===== config.mk =====
export PLATFORM = sky130hd
export DESIGN_NAME = bt_cmd_rx
export DESIGN_NICKNAME = d
export VERILOG_FILES = /design/src/rtl/bt_pkg.sv /design/src/rtl/bt_baud_tick.sv /design/src/rtl/bt_cmd_rx.sv
export SDC_FILE = /design/constraint.sdc
export NUM_CORES = 1
export LEC_CHECK = 0
export ABC_AREA = 1
export BUFFER_PORTS_ARGS = -buffer_cell sky130_fd_sc_hd__buf_2
export CORE_MARGIN = 1.5
export CORE_UTILIZATION = 45
export CTS_CLUSTER_DIAMETER = 30
export DETAILED_ROUTE_END_ITERATION = 8
export GPL_TIMING_DRIVEN = 0
export PLACE_DENSITY = 0.65
export SLEW_MARGIN = 20
export SYNTH_ARGS = -nofsm -noshare
export SYNTH_HDL_FRONTEND = slang
export SYNTH_SLANG_ARGS = --single-unit

===== constraint.sdc =====
create_clock -name clk -period 3.8 [get_ports clk]
set_clock_uncertainty 0.05 [all_clocks]
set_input_delay 0.19 -clock clk [delete_from_list [all_inputs] [get_ports clk]]
set_output_delay 0.19 -clock clk [all_outputs]
set_load 0.02 [all_outputs]

===== src/rtl/bt_pkg.sv =====
// bt_pkg: shared state encoding and control-character constants for the Bluetooth command path
package bt_pkg;
  typedef enum logic [2:0] {IDLE, START, DATA, STOP, WAIT_IDLE} state_t;
  localparam logic [7:0] CMD_NONE      = 8'h00;
  localparam logic [7:0] CMD_VOL_UP    = 8'h31;
  localparam logic [7:0] CMD_VOL_DN    = 8'h32;
  localparam logic [7:0] CMD_SONG_PREV = 8'h33;
  localparam logic [7:0] CMD_SONG_NEXT = 8'h34;
  function automatic logic is_cmd(input logic [7:0] b);
    return b >= CMD_VOL_UP && b <= CMD_SONG_NEXT;
  endfunction
endpackage


===== src/rtl/bt_baud_tick.sv =====
// bt_baud_tick: 16x oversample tick generator, held at zero while clr is high
module bt_baud_tick #(
  parameter int DIV = 651
) (
  input  logic clk,
  input  logic rst_n,
  input  logic clr,
  output logic tick
);
  localparam int W = DIV > 1 ? $clog2(DIV) : 1;
  logic [W-1:0] cnt;
  assign tick = !clr && cnt == W'(DIV - 1);
  always_ff @(posedge clk or negedge rst_n)
    if (!rst_n) cnt <= '0;
    else cnt <= (clr || tick) ? '0 : cnt + 1'b1;
endmodule


===== src/rtl/bt_cmd_rx.sv =====
// bt_cmd_rx: 8N1 UART receiver with 16x oversampling that holds recognised
// control characters on cmd for CMD_HOLD cycles.
module bt_cmd_rx
  import bt_pkg::*;
#(
  parameter int CLK_HZ   = 100_000_000,
  parameter int BAUD     = 9600,
  parameter int CMD_HOLD = 100_000_000
) (
  input  logic       clk,
  input  logic       rst_n,
  input  logic       rx,
  output logic [7:0] data,
  output logic       data_valid,
  output logic [7:0] cmd,
  output logic       frame_err
);
  localparam int DIV = (CLK_HZ + 8 * BAUD) / (16 * BAUD);
  localparam int HW  = $clog2(CMD_HOLD + 1);
  state_t state, nxt;
  logic rx_m, rxs, rxs_q, tick, maj, s7, s9, s15, ok, bad;
  logic [3:0] scnt;
  logic [2:0] bcnt;
  logic [1:0] smp;
  logic [7:0] sh;
  logic [HW-1:0] hold;
  bt_baud_tick #(.DIV(DIV)) u_tick (.clk(clk), .rst_n(rst_n), .clr(state == IDLE), .tick(tick));
  assign s7  = tick && scnt == 4'd7;
  assign s9  = tick && scnt == 4'd9;
  assign s15 = tick && scnt == 4'd15;
  // ticks 7 and 8 are latched in smp; the tick-9 sample is the live rxs
  assign maj = (smp[0] & smp[1]) | (smp[0] & rxs) | (smp[1] & rxs);
  assign ok  = state == STOP && s9 && maj;
  assign bad = state == STOP && s9 && !maj;
  always_comb begin
    nxt = state;
    case (state)
      IDLE:      nxt = (rxs_q && !rxs) ? START : IDLE;
      START:     nxt = s7 ? (rxs ? IDLE : DATA) : START;
      DATA:      nxt = (s15 && bcnt == 3'd7) ? STOP : DATA;
      STOP:      nxt = s9 ? (maj ? IDLE : WAIT_IDLE) : STOP;
      WAIT_IDLE: nxt = rxs ? IDLE : WAIT_IDLE;
      default:   nxt = IDLE;
    endcase
  end
  always_ff @(posedge clk or negedge rst_n)
    if (!rst_n) begin
      rx_m       <= 1'b1;
      rxs        <= 1'b1;
      rxs_q      <= 1'b1;
      state      <= IDLE;
      scnt       <= '0;
      bcnt       <= '0;
      smp        <= '0;
      sh         <= '0;
      data       <= CMD_NONE;
      data_valid <= 1'b0;
      frame_err  <= 1'b0;
      cmd        <= CMD_NONE;
      hold       <= '0;
    end else begin
      rx_m       <= rx;
      rxs        <= rx_m;
      rxs_q      <= rxs;
      state      <= nxt;
      scnt       <= (state == IDLE || (state == START && s7)) ? '0 : scnt + 4'(tick);
      bcnt       <= state == IDLE ? '0 : bcnt + 3'(state == DATA && s15);
      if (tick && scnt == 4'd7) smp[0] <= rxs;
      if (tick && scnt == 4'd8) smp[1] <= rxs;
      if (state == DATA && s9) sh <= {maj, sh[7:1]};
      data_valid <= ok;
      frame_err  <= bad;
      if (ok) data <= sh;
      // a fresh command outranks expiry of the previous one
      if (ok && is_cmd(sh)) begin
        cmd  <= sh;
        hold <= HW'(CMD_HOLD);
      end else if (hold != '0) begin
        hold <= hold - 1'b1;
        if (hold == HW'(1)) cmd <= CMD_NONE;
      end
    end
endmodule


# Word level (Yosys, flattened, before mapping)
# Index checks and enable logic that the tools add are counted.
# classes
addsub,4
order_cmp,2
eq_ne,11
muxes,16
bitwise,5
n_reduce_logical,25
# op_table
cell,n
$mux W27,2
$eq A27 B1 Y1 const B,1
$reduce_bool A27 Y1,1
$sub A27 B1 Y27 const B,1
$mux W8,3
$logic_and A1 B1 Y1,15
$pmux W3 S5,1
$eq A4 B4 Y1 const B,3
$mux W3,4
$add A10 B1 Y10 const B,1
$eq A10 B10 Y1 const B,1
$mux W10,1
$ge A8 B6 Y1 const B,1
$le A8 B6 Y1 const B,1
$eq A3 B2 Y1 const B,2
$eq A3 B3 Y1 const B,2
$add A4 B1 Y4,1
$eq A4 B3 Y1 const B,1
$mux W2,2
$mux W4,1
$reduce_bool A2 Y1,2
$add A3 B1 Y3,1
$and A1 B1 Y1,3
$eq A3 B1 Y1 const B,1
other kinds (6),11
# totals
regBits,78
output_inout_bits,18

# Longest topological paths before layout
# Gate-level depths: netlist of the first run.
# depth
ltp_word,9
depth_mapped,12
mapped_depth_nobuf,12

# Modules after synthesis
# A second synthesis of the first run with hierarchy kept.
# hier_totals
hier_cells,509
area_unflattened_um2,4093.9
# by_module_without_submodules
mod,instances,cells_per_inst,area_each_um2,seq_area_each_um2
bt_cmd_rx,1,435,3533.4,1705.4
bt_baud_tick,1,74,560.5,250.2

# Least setup slack after synthesis of the first run
# OpenSTA, ideal clock, no wires.
# synth_path
path_kind,register -> register
start,register u_tick.cnt[0]
end,register cmd[5]
arrival_time_ns,1.538
slack_ns,2.092
path_stages_with_launch,11
path_buffers,1
synth_period_minus_slack_ns,1.708
cell_sequence,dfrtp_1 > inv_1 > ha_1 > nand2_1 > nor2_1 > nand4_1 > nor2_4 > nand4_2 > buf_2 > nand3_1 > nand2_1
# synth_via
elab_chain_len,8
elab_cells_between_ends,10
cone_classes,eq/ne (1); mux (1); reduce/logical (8)
# synth_lines
element,line_no,source
from (decl),bt_baud_tick.sv:11,logic [W-1:0] cnt;
from (signal assigned),bt_baud_tick.sv:15,else cnt <= (clr || tick) ? '0 : cnt + 1'b1;
$eq A10 B10 Y1 (*),bt_baud_tick.sv:12,assign tick = !clr && cnt == W'(DIV - 1);
$logic_and A1 B1 Y1 (*),bt_baud_tick.sv:12,
$logic_and A1 B1 Y1 (*),bt_cmd_rx.sv:29,assign s9 = tick && scnt == 4'd9;
$logic_and A1 B1 Y1 (*) (2 in a row),bt_cmd_rx.sv:33,assign ok = state == STOP && s9 && maj;
$logic_and A1 B1 Y1 (*),bt_cmd_rx.sv:75,if (ok && is_cmd(sh)) begin
$reduce_bool A2 Y1 (no line),n/a,
$reduce_and A2 Y1 (no line),n/a,
to (signal assigned),bt_cmd_rx.sv:76,cmd <= sh;
to (decl),bt_cmd_rx.sv:15,"output logic [7:0] cmd,"
# Mark *: on every way between the ends. The rest lies on a longest branch, timed or not.
# A chain may end at the register's enable or synchronous reset.

# Worst setup path after layout of the first run
# Same ends and word-level chain as after synthesis.

==> results_tabular.tex, run 1 <==
\begin{tabular}{lr}
\hline
Metric & Value \\
\hline
\multicolumn{2}{l}{\textbf{Drt}} \\
\quad Count of nets left with antenna violations after detail routing & 0 \\
\quad Detailed-route wire length & 8340 um \\
\quad Detail-routed net length per standard cell & 12.3 um \\
\quad Violation count after the first detailed-route iteration & 137 \\
\quad Drt drc & 0 \\
\quad Vias after detailed routing & 3359 \\
\quad First drt pass iteration count & 4 \\
\quad Via/cell ratio & 4.94 \\
\multicolumn{2}{l}{\textbf{Global route}} \\
\quad GRT Resource Usage Total & 18.9\% \\
\quad Wire length of the first global-routing pass & 14600 um \\
\quad Via count of the first global-routing pass & 3210 \\
\quad Met2 usage & 31.0\% \\
\quad Most utilized layer in the global route result & met2 \\
\quad Maximum number of pins on one net before global-route repair & 58 \\
\quad Met1 capacity usage during global routing & 24.9\% \\
\quad Antenna violations before repair & 0 \\
\quad Global route overflow & 0 \\
\quad Fraction of met3 tracks used by global routing & 4.80\% \\
\multicolumn{2}{l}{\textbf{Floorplan}} \\
\quad Starting utilization of the core area & 46.4\% \\
\quad Total number of placement rows & 34 \\
\quad Die Area & 9620 um\^{}2 \\
\quad DIE HEIGHT & 98.1 um \\
\quad Core outline area & 8760 um\^{}2 \\
\quad Die outline width & 98.1 um \\
\quad I/O pin cnt & 21 \\
\multicolumn{2}{l}{\textbf{Power and ir drop}} \\
\quad Power per cell area & 363 nW/um\^{}2 \\
\quad Total power & 1.65 mW \\
\quad Leakage & 2.57 nW \\
\quad Peak VDD IR & 343 uV \\
\multicolumn{2}{l}{\textbf{Logic synthesis}} \\
\quad Nets in the synthesized netlist & 545 \\
\quad Most area-hungry cell type in the Yosys netlist & sky130\_fd\_sc\_hd\_\_dfrtp\_1 \\
\quad Number of synthesized register bits & 78 \\
\quad Mean instance size in the synthesized netlist & 7.64 um\^{}2 \\
\quad Area of the mapped netlist & 4070 um\^{}2 \\
\quad Synth Warn \# & 0 \\
\quad Fraction of the yosys area taken by sequential cells & 48.0\% \\
\quad Count of different cell masters after synthesis & 32 \\
\quad Synth top area cells & sky130\_fd\_sc\_hd\_\_dfrtp\_1 46\%, sky130\_fd\_sc\_hd\_\_nand2\_1 12\%, sky130\_fd\_sc\_hd\_\_nor2\_1 7.8\%, sky130\_fd\_sc\_hd\_\_inv\_1 7.7\%, sky130\_fd\_sc\_hd\_\_nand3\_1 5.2\% \\
\quad Yosys top cell area share & 46.1\% \\
\quad Cell count after synthesis & 533 \\
\multicolumn{2}{l}{\textbf{Critical path}} \\
\quad Crit path DAT & 2230 ps \\
\quad Startpoint of the lowest-slack register-to-register path & u\_tick.cnt[0] \\
\quad FF-to-FF setup slack & 1770 ps \\
\quad Crit Path Category & reg -> reg \\
\quad Nature of the critical path startpoint & flip-flop \\
\quad Worst reg-to-reg path cell count & 10 \\
\quad Data required, critical path & 3990 ps \\
\quad Endpoint class of the critical path & flip-flop \\
\quad Max FO, Critical Path & 10 \\
\quad End of the worst register-to-register path & cmd[5] \\
\multicolumn{2}{l}{\textbf{Layout}} \\
\quad Synth-to-Final Area Change & 11.8\% \\
\quad Number of fill cells in the layout & 848 \\
\quad Share of cells above drive strength 1 & 11.0\% \\
\quad Nets@finish & 579 \\
\quad Final cell count without fillers & 680 \\
\quad Antenna diode count & 0 \\
\multicolumn{2}{l}{\textbf{Hold path}} \\
\quad Type of the tightest min-delay check & in -> async \\
\multicolumn{2}{l}{\textbf{Clock network}} \\
\quad Cts repair resizes & 0 \\
\quad CTS Buf Count & 9 \\
\quad Clock Sink Count & 78 \\
\quad Clk\_lat worst skew & 350 ps \\
\quad \# H-tree levels & 3 \\
\quad Deepest clock path buffer count & 2 \\
\quad Clk slew on worst S/H paths & 90 ps \\
\quad Clock tree from TritonCTS & done \\
\quad Count of buffers added by post-CTS timing repair for setup & 0 \\
\quad Root Driver & sky130\_fd\_sc\_hd\_\_clkbuf\_8 \\
\multicolumn{2}{l}{\textbf{Timing}} \\
\quad Final hold violations & 0 \\
\quad Maximum frequency from static timing analysis & 492 MHz \\
\quad Total setup violations reported at the end of the flow & 0 \\
\quad Smallest hold slack & 218 ps \\
\quad TNS Setup & 0 ps \\
\quad Worst slew margin relative to its limit & 67.0\% \\
\quad Period utilisation layout & 53.5\% \\
\quad PnR worst setup slack & 1770 ps \\
\quad Slew @ Worst Pin & 493 ps \\
\quad Crit path time final & 2030 ps \\
\quad RSZ-0062 raised after global routing & false \\
\quad Count of pins over their slew limit & 0 \\
\multicolumn{2}{l}{\textbf{Outcome}} \\
\quad Outcome & complete, no violations \\
\multicolumn{2}{l}{\textbf{Placement}} \\
\quad Post-DP HPWL & 6250 um \\
\quad Port buffer count & 20 \\
\quad Placed cell count & 662 \\
\quad Worst slack after detailed placement & 1770 ps \\
\quad Placer Congestion & 0.966 \\
\multicolumn{2}{l}{\textbf{Run}} \\
\quad Max-cap check violation count & 0 \\
\hline
\end{tabular}
power breakdown:
part           switching, mW  total (mW)  internal [mW]
registers             0.0335       0.894          0.861
logic                 0.0833       0.129         0.0458
clock network          0.322       0.628          0.306
total                  0.439        1.65           1.21
final cells by class:
| class | instances | area [um^2] | area share, % |
|---|---|---|---|
| Inverter | 87 | 327 | 7.18 |
| Clock inverter | 7 | 71.3 | 1.57 |
| Multi-Input combinational cell | 361 | 1740 | 38.3 |
| Buffer | 7 | 46.3 | 1.02 |
| Sequential cell | 78 | 1960 | 43.0 |
| Tap cell | 108 | 135 | 2.97 |
| Clock buffer | 9 | 124 | 2.72 |
| Timing Repair Buffer | 23 | 150 | 3.30 |
cells in the mapped netlist:
cell type,instances
sky130_fd_sc_hd__nor2_2,4
sky130_fd_sc_hd__buf_6,2
sky130_fd_sc_hd__o21bai_1,1
sky130_fd_sc_hd__or2_2,1
sky130_fd_sc_hd__nand3b_1,3
sky130_fd_sc_hd__nand2_2,2
sky130_fd_sc_hd__o21ai_0,13
sky130_fd_sc_hd__dfrtp_1,75
sky130_fd_sc_hd__ha_1,9
sky130_fd_sc_hd__inv_2,3
sky130_fd_sc_hd__inv_1,84
sky130_fd_sc_hd__dfstp_2,3
sky130_fd_sc_hd__nor3_1,12
sky130_fd_sc_hd__xnor2_1,3
sky130_fd_sc_hd__o21ai_1,16
sky130_fd_sc_hd__nor2_1,85
sky130_fd_sc_hd__buf_2,4
sky130_fd_sc_hd__o211ai_1,1
sky130_fd_sc_hd__nor2_4,2
sky130_fd_sc_hd__nand3_1,42
sky130_fd_sc_hd__nand4_1,17
sky130_fd_sc_hd__nor3_2,2
sky130_fd_sc_hd__nand3_2,1
sky130_fd_sc_hd__o21a_1,1
sky130_fd_sc_hd__xor2_1,7
sky130_fd_sc_hd__nand2_1,130
sky130_fd_sc_hd__or2_0,1
sky130_fd_sc_hd__a21oi_1,4
sky130_fd_sc_hd__nor3b_1,2
sky130_fd_sc_hd__clkbuf_1,1
sky130_fd_sc_hd__nand4_2,1
sky130_fd_sc_hd__nand3_4,1
critical path: stages, from the launching register on:
cell                      delay (ps)
sky130_fd_sc_hd__dfrtp_1         440
sky130_fd_sc_hd__inv_1            90
sky130_fd_sc_hd__ha_1            190
sky130_fd_sc_hd__nand2_1          60
sky130_fd_sc_hd__nor2_1          130
sky130_fd_sc_hd__nand4_1         200
sky130_fd_sc_hd__nor2_4          200
sky130_fd_sc_hd__nand4_2         170
sky130_fd_sc_hd__buf_2           260
sky130_fd_sc_hd__nand3_1          90
sky130_fd_sc_hd__nand2_1          50
through the flow:
step / util (%) / cell area (um^2)
after floorplan: - / 4070
after global placement: 49.1 / 4310
after detailed placement: 49.5 / 4340
after CTS: 51.9 / 4550
after global routing: 51.9 / 4550
final: 51.9 / 4550
layer usage:
layer / vias to the layer above / routed length [um]
li1: 1740 / -
met1: 1550 / 3940
met2: 55 / 3950
met3: 14 / 323
met4: 0 / 125
met5: - / 0
cell families (layout without fill, tap and decap cells):
group                      count (synthesis)  count (layout)  share of synthesized area, %
adders and majority gates                  9               9                          2.77
buffers and inverters                     94             133                          9.16
AOI/OAI and AO/OA                         36              36                          4.61
DFF                                       78              78                          48.0
xor gates and xnor gates                  10              10                          2.15
and+or+nand+nor                          306             306                          33.3
registers in the layout, indices dropped and copies added (netlist names):
| signal | flops |
|---|---|
| hold | 27 |
| u_tick.cnt | 10 |
| cmd | 8 |
| data | 8 |
| sh | 8 |
| scnt | 4 |
| bcnt | 3 |
| state | 3 |
| smp | 2 |
| data_valid | 1 |
| frame_err | 1 |
| rx_m | 1 |
| rxs | 1 |
| rxs_q | 1 |
placed cells by master (no fill, tap or decap), drive strengths merged:
cell	synthesis	layout
nand2	132	132
nor2	91	91
inv	87	89
dfrtp	75	75
nand3	44	44
o21ai	29	29
buf	6	27
nand4	18	18
nor3	14	14
clkbuf	1	10
ha	9	9
xor2	7	7
a21oi	4	4
clkinv	0	4
nand3b	3	3
xnor2	3	3
dfstp	3	3
nor3b	2	2
dlygate4sd3	0	2
or2	2	2
o21bai	1	1
o21a	1	1
o211ai	1	1
bufinv	0	1
what timing repair did:
action | in CTS | in global routing
hold endpoints to repair | 22 | 0
setup endpoints to repair | 0 | 0
hold buffers | 2 | 0
worst max path at each step:
stage	start	endpoint	slack, ps	cells after the start
2_1_floorplan	u_tick.cnt[0]	cmd[5]	2090	10
3_3_place_gp	u_tick.cnt[0]	cmd[5]	1820	10
3_5_place_dp	u_tick.cnt[0]	cmd[5]	1770	10
4_1_cts	u_tick.cnt[0]	cmd[5]	1760	10
5_1_grt	u_tick.cnt[0]	cmd[5]	1550	10
6_report	u_tick.cnt[0]	cmd[5]	1770	10
(Power assumes the default switching activity.)
==> inputs of run 2 (changes only) <==
==> constraint.sdc (replaced) <==
create_clock -name clk -period 1.97 [get_ports clk]
set_clock_uncertainty 0.05 [all_clocks]
set_input_delay 0.0985 -clock clk [delete_from_list [all_inputs] [get_ports clk]]
set_output_delay 0.0985 -clock clk [all_outputs]
set_load 0.02 [all_outputs]
==> run 2 against run 1 <==
  * Worst setup slack worse by 1700 ps
  * Final area up 2.9%
  * Via count grew 2.2%
  * Global-route usage hardly changed
  * Sequential share of layout area down 1.2 points
  * Maximum frequency grew 6.5%
  * Critical endpoint is now cmd[2]
  * Largest cell class unchanged
  * Highest routed layer unchanged
==> results_tabular.tex, run 2 (synthesized netlist as in run 1, its figures left out) <==
\begin{tabular}{lr}
\hline
Metric & Value \\
\hline
\multicolumn{2}{l}{\textbf{Outcome}} \\
\quad Outcome & complete, no violations \\
\multicolumn{2}{l}{\textbf{Floorplan}} \\
\quad Die Area & 9620 um\^{}2 (unchanged) \\
\quad Starting utilization of the core area & 46.4\% (unchanged) \\
\quad Core outline area & 8760 um\^{}2 (unchanged) \\
\quad I/O pin cnt & 21 (unchanged) \\
\quad DIE HEIGHT & 98.1 um (unchanged) \\
\quad Total number of placement rows & 34 (unchanged) \\
\quad Die outline width & 98.1 um (unchanged) \\
\multicolumn{2}{l}{\textbf{Layout}} \\
\quad Nets@finish & 585 (+1.0\%) \\
\quad Commonest cells after routing, fill and taps aside & 128 x sky130\_fd\_sc\_hd\_\_nand2\_1, 83 x sky130\_fd\_sc\_hd\_\_inv\_1, 81 x sky130\_fd\_sc\_hd\_\_nor2\_1 \\
\quad Synth-to-Final Area Change & 15.0\% \\
\quad Final cell count without fillers & 686 (+0.88\%) \\
\quad Share of cells above drive strength 1 & 13.7\% (+2.7 points) \\
\quad Final core occ & 53.4\% (+1.5 points) \\
\quad Area of all sequential standard cells & 1960 um\^{}2 (unchanged) \\
\quad Commonest non-fill, non-tap cell in the layout & sky130\_fd\_sc\_hd\_\_nand2\_1 \\
\quad Total area of multi-input combinational cells & 1790 um\^{}2 (+2.8\%) \\
\quad Antenna diode count & 0 (unchanged) \\
\quad Flip-flop count of the largest register after layout & 27 (unchanged) \\
\quad Cell area after layout & 4680 um\^{}2 (+2.9\%) \\
\quad Registers with the most flip-flops & hold: 27 flops, u\_tick.cnt: 10 flops \\
\quad Number of fill cells in the layout & 830 (-2.1\%) \\
\quad Register containing the most flip-flops in the final layout & hold \\
\multicolumn{2}{l}{\textbf{Global route}} \\
\quad Maximum number of pins on one net before global-route repair & 58 (unchanged) \\
\quad Wire length of the first global-routing pass & 14600 um (about the same) \\
\quad Antenna violations before repair & 0 (unchanged) \\
\quad Via count of the first global-routing pass & 3215 (+0.16\%) \\
\quad GRT Resource Usage Total & 18.9\% (about the same) \\
\quad Global route overflow & 0 (unchanged) \\
\multicolumn{2}{l}{\textbf{Power and ir drop}} \\
\quad Comb pwr share & 9.8\% (+2.0 points) \\
\quad Flop pwr share & 52.9\% (-1.2 points) \\
\quad Switching part of the total & 26.9\% (+0.35 points) \\
\quad Sw Pwr & 877 uW (+100\%) \\
\quad Peak VDD IR & 658 uV (+92\%) \\
\quad Power per cell area & 696 nW/um\^{}2 (+92\%) \\
\quad Total power & 3.26 mW (+97\%) \\
\quad Leakage & 2.63 nW (+2.3\%) \\
\quad Clk network pwr share & 37.3\% (-0.7 points) \\
\quad Int Power & 2.38 mW (+96\%) \\
\multicolumn{2}{l}{\textbf{Clock network}} \\
\quad Root Driver & sky130\_fd\_sc\_hd\_\_clkbuf\_8 \\
\quad Clock Sink Count & 78 (unchanged) \\
\quad Deepest clock path buffer count & 2 (unchanged) \\
\quad CTS Buf Count & 9 (unchanged) \\
\quad Clk\_lat worst skew & 350 ps (about the same) \\
\quad \# H-tree levels & 3 (unchanged) \\
\quad Clk slew on worst S/H paths & 90 ps (about the same) \\
\quad Clock tree from TritonCTS & done \\
\multicolumn{2}{l}{\textbf{Timing}} \\
\quad Slew @ Worst Pin & 554 ps (+61.6 ps) \\
\quad TNS Setup & 0 ps (unchanged) \\
\quad Maximum frequency from static timing analysis & 524 MHz (+6.5\%) \\
\quad Final hold violations & 0 (unchanged) \\
\quad Crit path time final & 1910 ps (-125 ps) \\
\quad Smallest hold slack & 124 ps (-93.8 ps) \\
\quad Total setup violations reported at the end of the flow & 0 (unchanged) \\
\quad Period utilisation layout & 96.8\% (+43 points) \\
\quad Count of pins over their slew limit & 0 (unchanged) \\
\quad RSZ-0062 raised after global routing & true \\
\quad PnR worst setup slack & 63.1 ps (-1710 ps) \\
\quad Worst slew margin relative to its limit & 62.8\% (-4.1 points) \\
\multicolumn{2}{l}{\textbf{Placement}} \\
\quad Area after DPL & 4340 um\^{}2 (unchanged) \\
\quad Placer Congestion & 0.966 (unchanged) \\
\quad Post-DP HPWL & 6250 um (unchanged) \\
\quad Port buffer count & 20 (unchanged) \\
\quad Placed cell count & 662 (unchanged) \\
\quad Worst slack after detailed placement & -58.6 ps (-1830 ps) \\
\multicolumn{2}{l}{\textbf{Drt}} \\
\quad Detail-routed net length per standard cell & 12.7 um (+3.6\%) \\
\quad Drt drc & 0 (unchanged) \\
\quad Count of nets left with antenna violations after detail routing & 0 (unchanged) \\
\quad Vias after detailed routing & 3434 (+2.2\%) \\
\quad Detailed-route wire length & 8710 um (+4.5\%) \\
\quad Violation count after the first detailed-route iteration & 162 (+18\%) \\
\quad First drt pass iteration count & 4 (unchanged) \\
\quad Via/cell ratio & 5.01 (+1.3\%) \\
\multicolumn{2}{l}{\textbf{Critical path}} \\
\quad End of the worst register-to-register path & cmd[2] \\
\quad FF-to-FF setup slack & 60 ps (-1710 ps) \\
\quad Crit Path Category & reg -> reg \\
\quad Nature of the critical path startpoint & flip-flop \\
\quad Data required, critical path & 2210 ps (-1780 ps) \\
\quad Endpoint class of the critical path & flip-flop \\
\quad Max FO, Critical Path & 10 (unchanged) \\
\quad Worst reg-to-reg path cell count & 11 (+1) \\
\quad Startpoint of the lowest-slack register-to-register path & u\_tick.cnt[0] \\
\quad Crit path DAT & 2150 ps (-80 ps) \\
\multicolumn{2}{l}{\textbf{Run}} \\
\quad Max-cap check violation count & 0 (unchanged) \\
\multicolumn{2}{l}{\textbf{Hold path}} \\
\quad Type of the tightest min-delay check & in -> async \\
\hline
\end{tabular}
run 2: changes by cell type in the layout (fill, tap and decap cells not counted), sizes merged:
| cell | before | now |
|---|---|---|
| buf | 27 | 31 |
| clkbuf | 10 | 12 |
run 2: final cells by class:
type	instances	share of cell area, %
flip-flops and latches	78	41.8
multi-input cells	361	38.3
plain buffers	7	1.39
clock buffers	9	2.65
clock inverters	7	1.52
repair buffers	29	4.54
well taps	108	2.89
inverters	87	6.98
run 2: power by group through the flow:
stage               combinational (mW)  sequential (mW)  clock, mW
global placement                 0.235             1.76          0
finish                           0.319             1.72       1.22
detailed placement               0.248             1.76          0
global route                     0.380             1.73       1.32
CTS                              0.280             1.72       1.24
floorplan                        0.170             1.74          0
run 2: critical path, stage by stage, from the launching register on:
cell	delay (ps)
sky130_fd_sc_hd__dfrtp_1	390
sky130_fd_sc_hd__inv_2	80
sky130_fd_sc_hd__ha_4	150
sky130_fd_sc_hd__nand2_2	50
sky130_fd_sc_hd__nor2_2	120
sky130_fd_sc_hd__nand4_1	190
sky130_fd_sc_hd__nor2_4	210
sky130_fd_sc_hd__nand3_4	140
sky130_fd_sc_hd__nor2_4	190
sky130_fd_sc_hd__buf_8	160
sky130_fd_sc_hd__nand2_1	60
sky130_fd_sc_hd__nand2_1	60
run 2: how the worst max path moves through the flow:
stage / from / to / slack, ps / depth (start not counted)
after floorplan: u_tick.cnt[0] / cmd[5] / 260 / 10
after global placement: u_tick.cnt[0] / cmd[5] / -10 / 10
after detailed placement: u_tick.cnt[0] / cmd[5] / -60 / 10
after CTS: u_tick.cnt[0] / cmd[2] / 20 / 11
after global routing: u_tick.cnt[0] / cmd[2] / -60 / 11
final: u_tick.cnt[0] / cmd[2] / 60 / 11
run 2: layer usage:
metal | GRT usage [%] | vias up | part of all wire (%)
li1 | - | 1752 | -
met1 | 24.9 | 1625 | 47
met2 | 31.0 | 42 | 49
met3 | 4.80 | 15 | 2.8
met4 | 5.49 | 0 | 1.4
met5 | 0 | - | 0
run 2: repair_timing:
| action | CTS | global route |
|---|---|---|
| gates resized for setup | 1 | 19 |
| hold buffers | 2 | 0 |
| endpoints found under the setup margin | 17 | 49 |
| setup buffers | 1 | 4 |
| cloned | 0 | 1 |
| pin swaps | 2 | 5 |
| endpoints found under the hold margin | 76 | 0 |
==> inputs of run 3 (changes only) <==
--- a/config.mk
+++ b/config.mk
@@ -8,11 +8,12 @@
 export ABC_AREA = 1
 export BUFFER_PORTS_ARGS = -buffer_cell sky130_fd_sc_hd__buf_2
 export CORE_MARGIN = 1.5
-export CORE_UTILIZATION = 45
+export CORE_UTILIZATION = 30
 export CTS_CLUSTER_DIAMETER = 30
+export CTS_CLUSTER_SIZE = 30
 export DETAILED_ROUTE_END_ITERATION = 8
 export GPL_TIMING_DRIVEN = 0
-export PLACE_DENSITY = 0.65
+export PLACE_DENSITY = 0.48
 export SLEW_MARGIN = 20
 export SYNTH_ARGS = -nofsm -noshare
 export SYNTH_HDL_FRONTEND = slang
==> run 3 against run 2 <==
  * Final area grew 5.1%
  * Routed wire length grew 4.5%
  * Die area rose by 48%
  * Sequential share of layout area fell by 2.0 points
  * Maximum frequency increased by 0.98%
  * Worst hold slack improved by 86 ps
  * Flip-flop and latch count stayed put
  * Worst setup slack improved by 18 ps
  * Critical path type unchanged
  * Critical endpoint is now hold[0]
==> results_tabular.tex, run 3 (synthesized netlist as in run 1, its figures left out) <==
\begin{tabular}{lr}
\hline
Metric & Value \\
\hline
\multicolumn{2}{l}{\textbf{Outcome}} \\
\quad Outcome & complete, no violations \\
\multicolumn{2}{l}{\textbf{Floorplan}} \\
\quad Starting utilization of the core area & 30.7\% (-16 points) \\
\quad Die Area & 14300 um\^{}2 (+48\%) \\
\quad Die outline width & 119 um (+22\%) \\
\quad I/O pin cnt & 21 (unchanged) \\
\quad DIE HEIGHT & 119 um (+22\%) \\
\quad Core outline area & 13200 um\^{}2 (+51\%) \\
\quad Total number of placement rows & 42 (+24\%) \\
\multicolumn{2}{l}{\textbf{Global route}} \\
\quad Antenna violations before repair & 0 (unchanged) \\
\quad Most utilized layer in the global route result & met2 \\
\quad Maximum number of pins on one net before global-route repair & 48 (-17\%) \\
\quad Met1 capacity usage during global routing & 17.6\% (-7.2 points) \\
\quad Fraction of met3 tracks used by global routing & 3.02\% (-1.8 points) \\
\quad GRT Resource Usage Total & 13.7\% (-5.2 points) \\
\quad Global route overflow & 0 (unchanged) \\
\quad Met2 usage & 22.0\% (-9.1 points) \\
\quad Via count of the first global-routing pass & 3376 (+5.0\%) \\
\quad Wire length of the first global-routing pass & 15700 um (+7.5\%) \\
\multicolumn{2}{l}{\textbf{Power and ir drop}} \\
\quad Comb pwr share & 8.7\% (-1.1 points) \\
\quad Power per cell area & 813 nW/um\^{}2 (+17\%) \\
\quad Int Power & 3.08 mW (+30\%) \\
\quad Switching part of the total & 22.9\% (-4.1 points) \\
\quad Flop pwr share & 43.2\% (-9.7 points) \\
\quad Sw Pwr & 914 uW (+4.2\%) \\
\quad Clk network pwr share & 48.2\% (+11 points) \\
\quad Peak VDD IR & 365 uV (-45\%) \\
\quad Leakage & 2.70 nW (+2.9\%) \\
\quad Total power & 4.00 mW (+23\%) \\
\multicolumn{2}{l}{\textbf{Timing}} \\
\quad Worst slew margin relative to its limit & 63.4\% (+0.54 points) \\
\quad Smallest hold slack & 211 ps (+86.2 ps) \\
\quad Total setup violations reported at the end of the flow & 0 (unchanged) \\
\quad Final hold violations & 0 (unchanged) \\
\quad PnR worst setup slack & 81.6 ps (+18.4 ps) \\
\quad Maximum frequency from static timing analysis & 530 MHz (+0.98\%) \\
\quad Crit path time final & 1890 ps (-18.4 ps) \\
\quad TNS Setup & 0 ps (unchanged) \\
\quad Count of pins over their slew limit & 0 (unchanged) \\
\quad Slew @ Worst Pin & 546 ps (-8.02 ps) \\
\quad Period utilisation layout & 95.9\% (-0.94 points) \\
\quad RSZ-0062 raised after global routing & true \\
\multicolumn{2}{l}{\textbf{Critical path}} \\
\quad Worst reg-to-reg path cell count & 10 (-1) \\
\quad Data required, critical path & 2130 ps (-80 ps) \\
\quad Max FO, Critical Path & 5 (-5) \\
\quad Crit Path Category & reg -> reg \\
\quad Nature of the critical path startpoint & flip-flop \\
\quad Crit path DAT & 2050 ps (-100 ps) \\
\quad Worst setup path startpoint & u\_tick.cnt[0] \\
\quad Worst setup path endpoint & hold[0] \\
\quad Endpoint class of the critical path & flip-flop \\
\quad Startpoint of the lowest-slack register-to-register path & u\_tick.cnt[0] \\
\quad FF-to-FF setup slack & 80 ps (+20 ps) \\
\quad End of the worst register-to-register path & hold[0] \\
\multicolumn{2}{l}{\textbf{Layout}} \\
\quad Commonest non-fill, non-tap cell in the layout & sky130\_fd\_sc\_hd\_\_nand2\_1 \\
\quad Final core occ & 37.1\% (-16 points) \\
\quad Nets@finish & 589 (+0.68\%) \\
\quad Registers with the most flip-flops & hold: 27 flops, u\_tick.cnt: 10 flops \\
\quad Register containing the most flip-flops in the final layout & hold \\
\quad Share of cells above drive strength 1 & 14.1\% (+0.42 points) \\
\quad Number of fill cells in the layout & 1417 (+71\%) \\
\quad Antenna diode count & 0 (unchanged) \\
\quad Cell area after layout & 4920 um\^{}2 (+5.1\%) \\
\quad Flip-flop count of the largest register after layout & 27 (unchanged) \\
\quad Synth-to-Final Area Change & 20.8\% \\
\quad Final cell count without fillers & 758 (+10\%) \\
\quad Commonest cells after routing, fill and taps aside & 127 x sky130\_fd\_sc\_hd\_\_nand2\_1, 83 x sky130\_fd\_sc\_hd\_\_inv\_1, 83 x sky130\_fd\_sc\_hd\_\_nor2\_1 \\
\multicolumn{2}{l}{\textbf{Placement}} \\
\quad Worst slack after detailed placement & -138 ps (-79.6 ps) \\
\quad Port buffer count & 20 (unchanged) \\
\quad Area after DPL & 4420 um\^{}2 (+2.0\%) \\
\quad Placed cell count & 730 (+10\%) \\
\quad Placer Congestion & 0.919 (-4.9\%) \\
\quad Post-DP HPWL & 6740 um (+7.9\%) \\
\multicolumn{2}{l}{\textbf{Clock network}} \\
\quad Clock tree from TritonCTS & done \\
\quad CTS Buf Count & 9 (unchanged) \\
\quad Clock Sink Count & 78 (unchanged) \\
\quad \# H-tree levels & 3 (unchanged) \\
\quad Clk\_lat worst skew & 330 ps (-20 ps) \\
\quad Root Driver & sky130\_fd\_sc\_hd\_\_clkbuf\_16 \\
\quad Clk slew on worst S/H paths & 60 ps (-30 ps) \\
\quad Deepest clock path buffer count & 2 (unchanged) \\
\multicolumn{2}{l}{\textbf{Drt}} \\
\quad Count of nets left with antenna violations after detail routing & 0 (unchanged) \\
\quad Vias after detailed routing & 3400 (-0.99\%) \\
\quad Violation count after the first detailed-route iteration & 158 (-2.5\%) \\
\quad Via/cell ratio & 4.49 (-10\%) \\
\quad Detail-routed net length per standard cell & 12.0 um (-5.5\%) \\
\quad Drt drc & 0 (unchanged) \\
\quad First drt pass iteration count & 4 (unchanged) \\
\quad Detailed-route wire length & 9100 um (+4.5\%) \\
\multicolumn{2}{l}{\textbf{Run}} \\
\quad Max-cap check violation count & 0 (unchanged) \\
\multicolumn{2}{l}{\textbf{Hold path}} \\
\quad Type of the tightest min-delay check & in -> async \\
\hline
\end{tabular}
==> run 3: power by group through the flow <==
stage	combinational [mW]	sequential [mW]	clock [mW]
floorplan	0.170	1.74	0
global placement	0.240	1.76	0
detailed placement	0.254	1.76	0
CTS	0.285	1.72	1.98
global route	0.409	1.73	2.04
finish	0.346	1.73	1.93
==> run 3: worst max-delay path, stage by stage, from the launching register on <==
cell and delay [ps]:
sky130_fd_sc_hd__dfrtp_1 400, sky130_fd_sc_hd__inv_2 80, sky130_fd_sc_hd__ha_4 140, sky130_fd_sc_hd__nand2_2 50, sky130_fd_sc_hd__nor2_2 110, sky130_fd_sc_hd__nand4_1 210, sky130_fd_sc_hd__nor2_4 210, sky130_fd_sc_hd__nand3_4 130
sky130_fd_sc_hd__nor2_4 190, sky130_fd_sc_hd__buf_6 150, sky130_fd_sc_hd__a21oi_1 50
==> run 3: final cells by class <==
cell class	instances	area, um^2	area share, %
Clock inverter	6	109	2.21
Timing Repair Buffer	33	229	4.66
Clock buffer	10	239	4.86
Tap cell	176	220	4.48
Buffer	7	56.3	1.14
Inverter	87	327	6.64
Sequential cell	78	1960	39.8
Multi-Input combinational cell	361	1780	36.3
==> run 3: timing repair <==
item / in CTS / in global routing
resized for setup: 3 / 17
hold buffers: 2 / 0
hold endpoints to repair: 32 / 0
buffers inserted: 3 / 6
pin swaps: 2 / 5
setup endpoints to repair: 27 / 51
gates cloned: 0 / 1
==> run 3: worst min path at each step <==
| stage | depth (start not counted) | startpoint | endpoint |
|---|---|---|---|
| 6_report | 2 | rst_n | hold[14] |
| 2_1_floorplan | 0 | rst_n | bcnt[0] |
| 4_1_cts | 2 | rst_n | hold[14] |
| 3_5_place_dp | 1 | rst_n | hold[14] |
| 3_3_place_gp | 1 | rx | rx_m |
| 5_1_grt | 2 | rst_n | hold[14] |
==> run 3: routing by layer <==
metal / part of all wire [%] / wire length (um) / vias up
met1: 48 / 4380 / 1586
li1: - / - / 1759
met5: 0 / 0 / -
met3: 2.4 / 218 / 19
met2: 47 / 4260 / 36
met4: 2.7 / 245 / 0
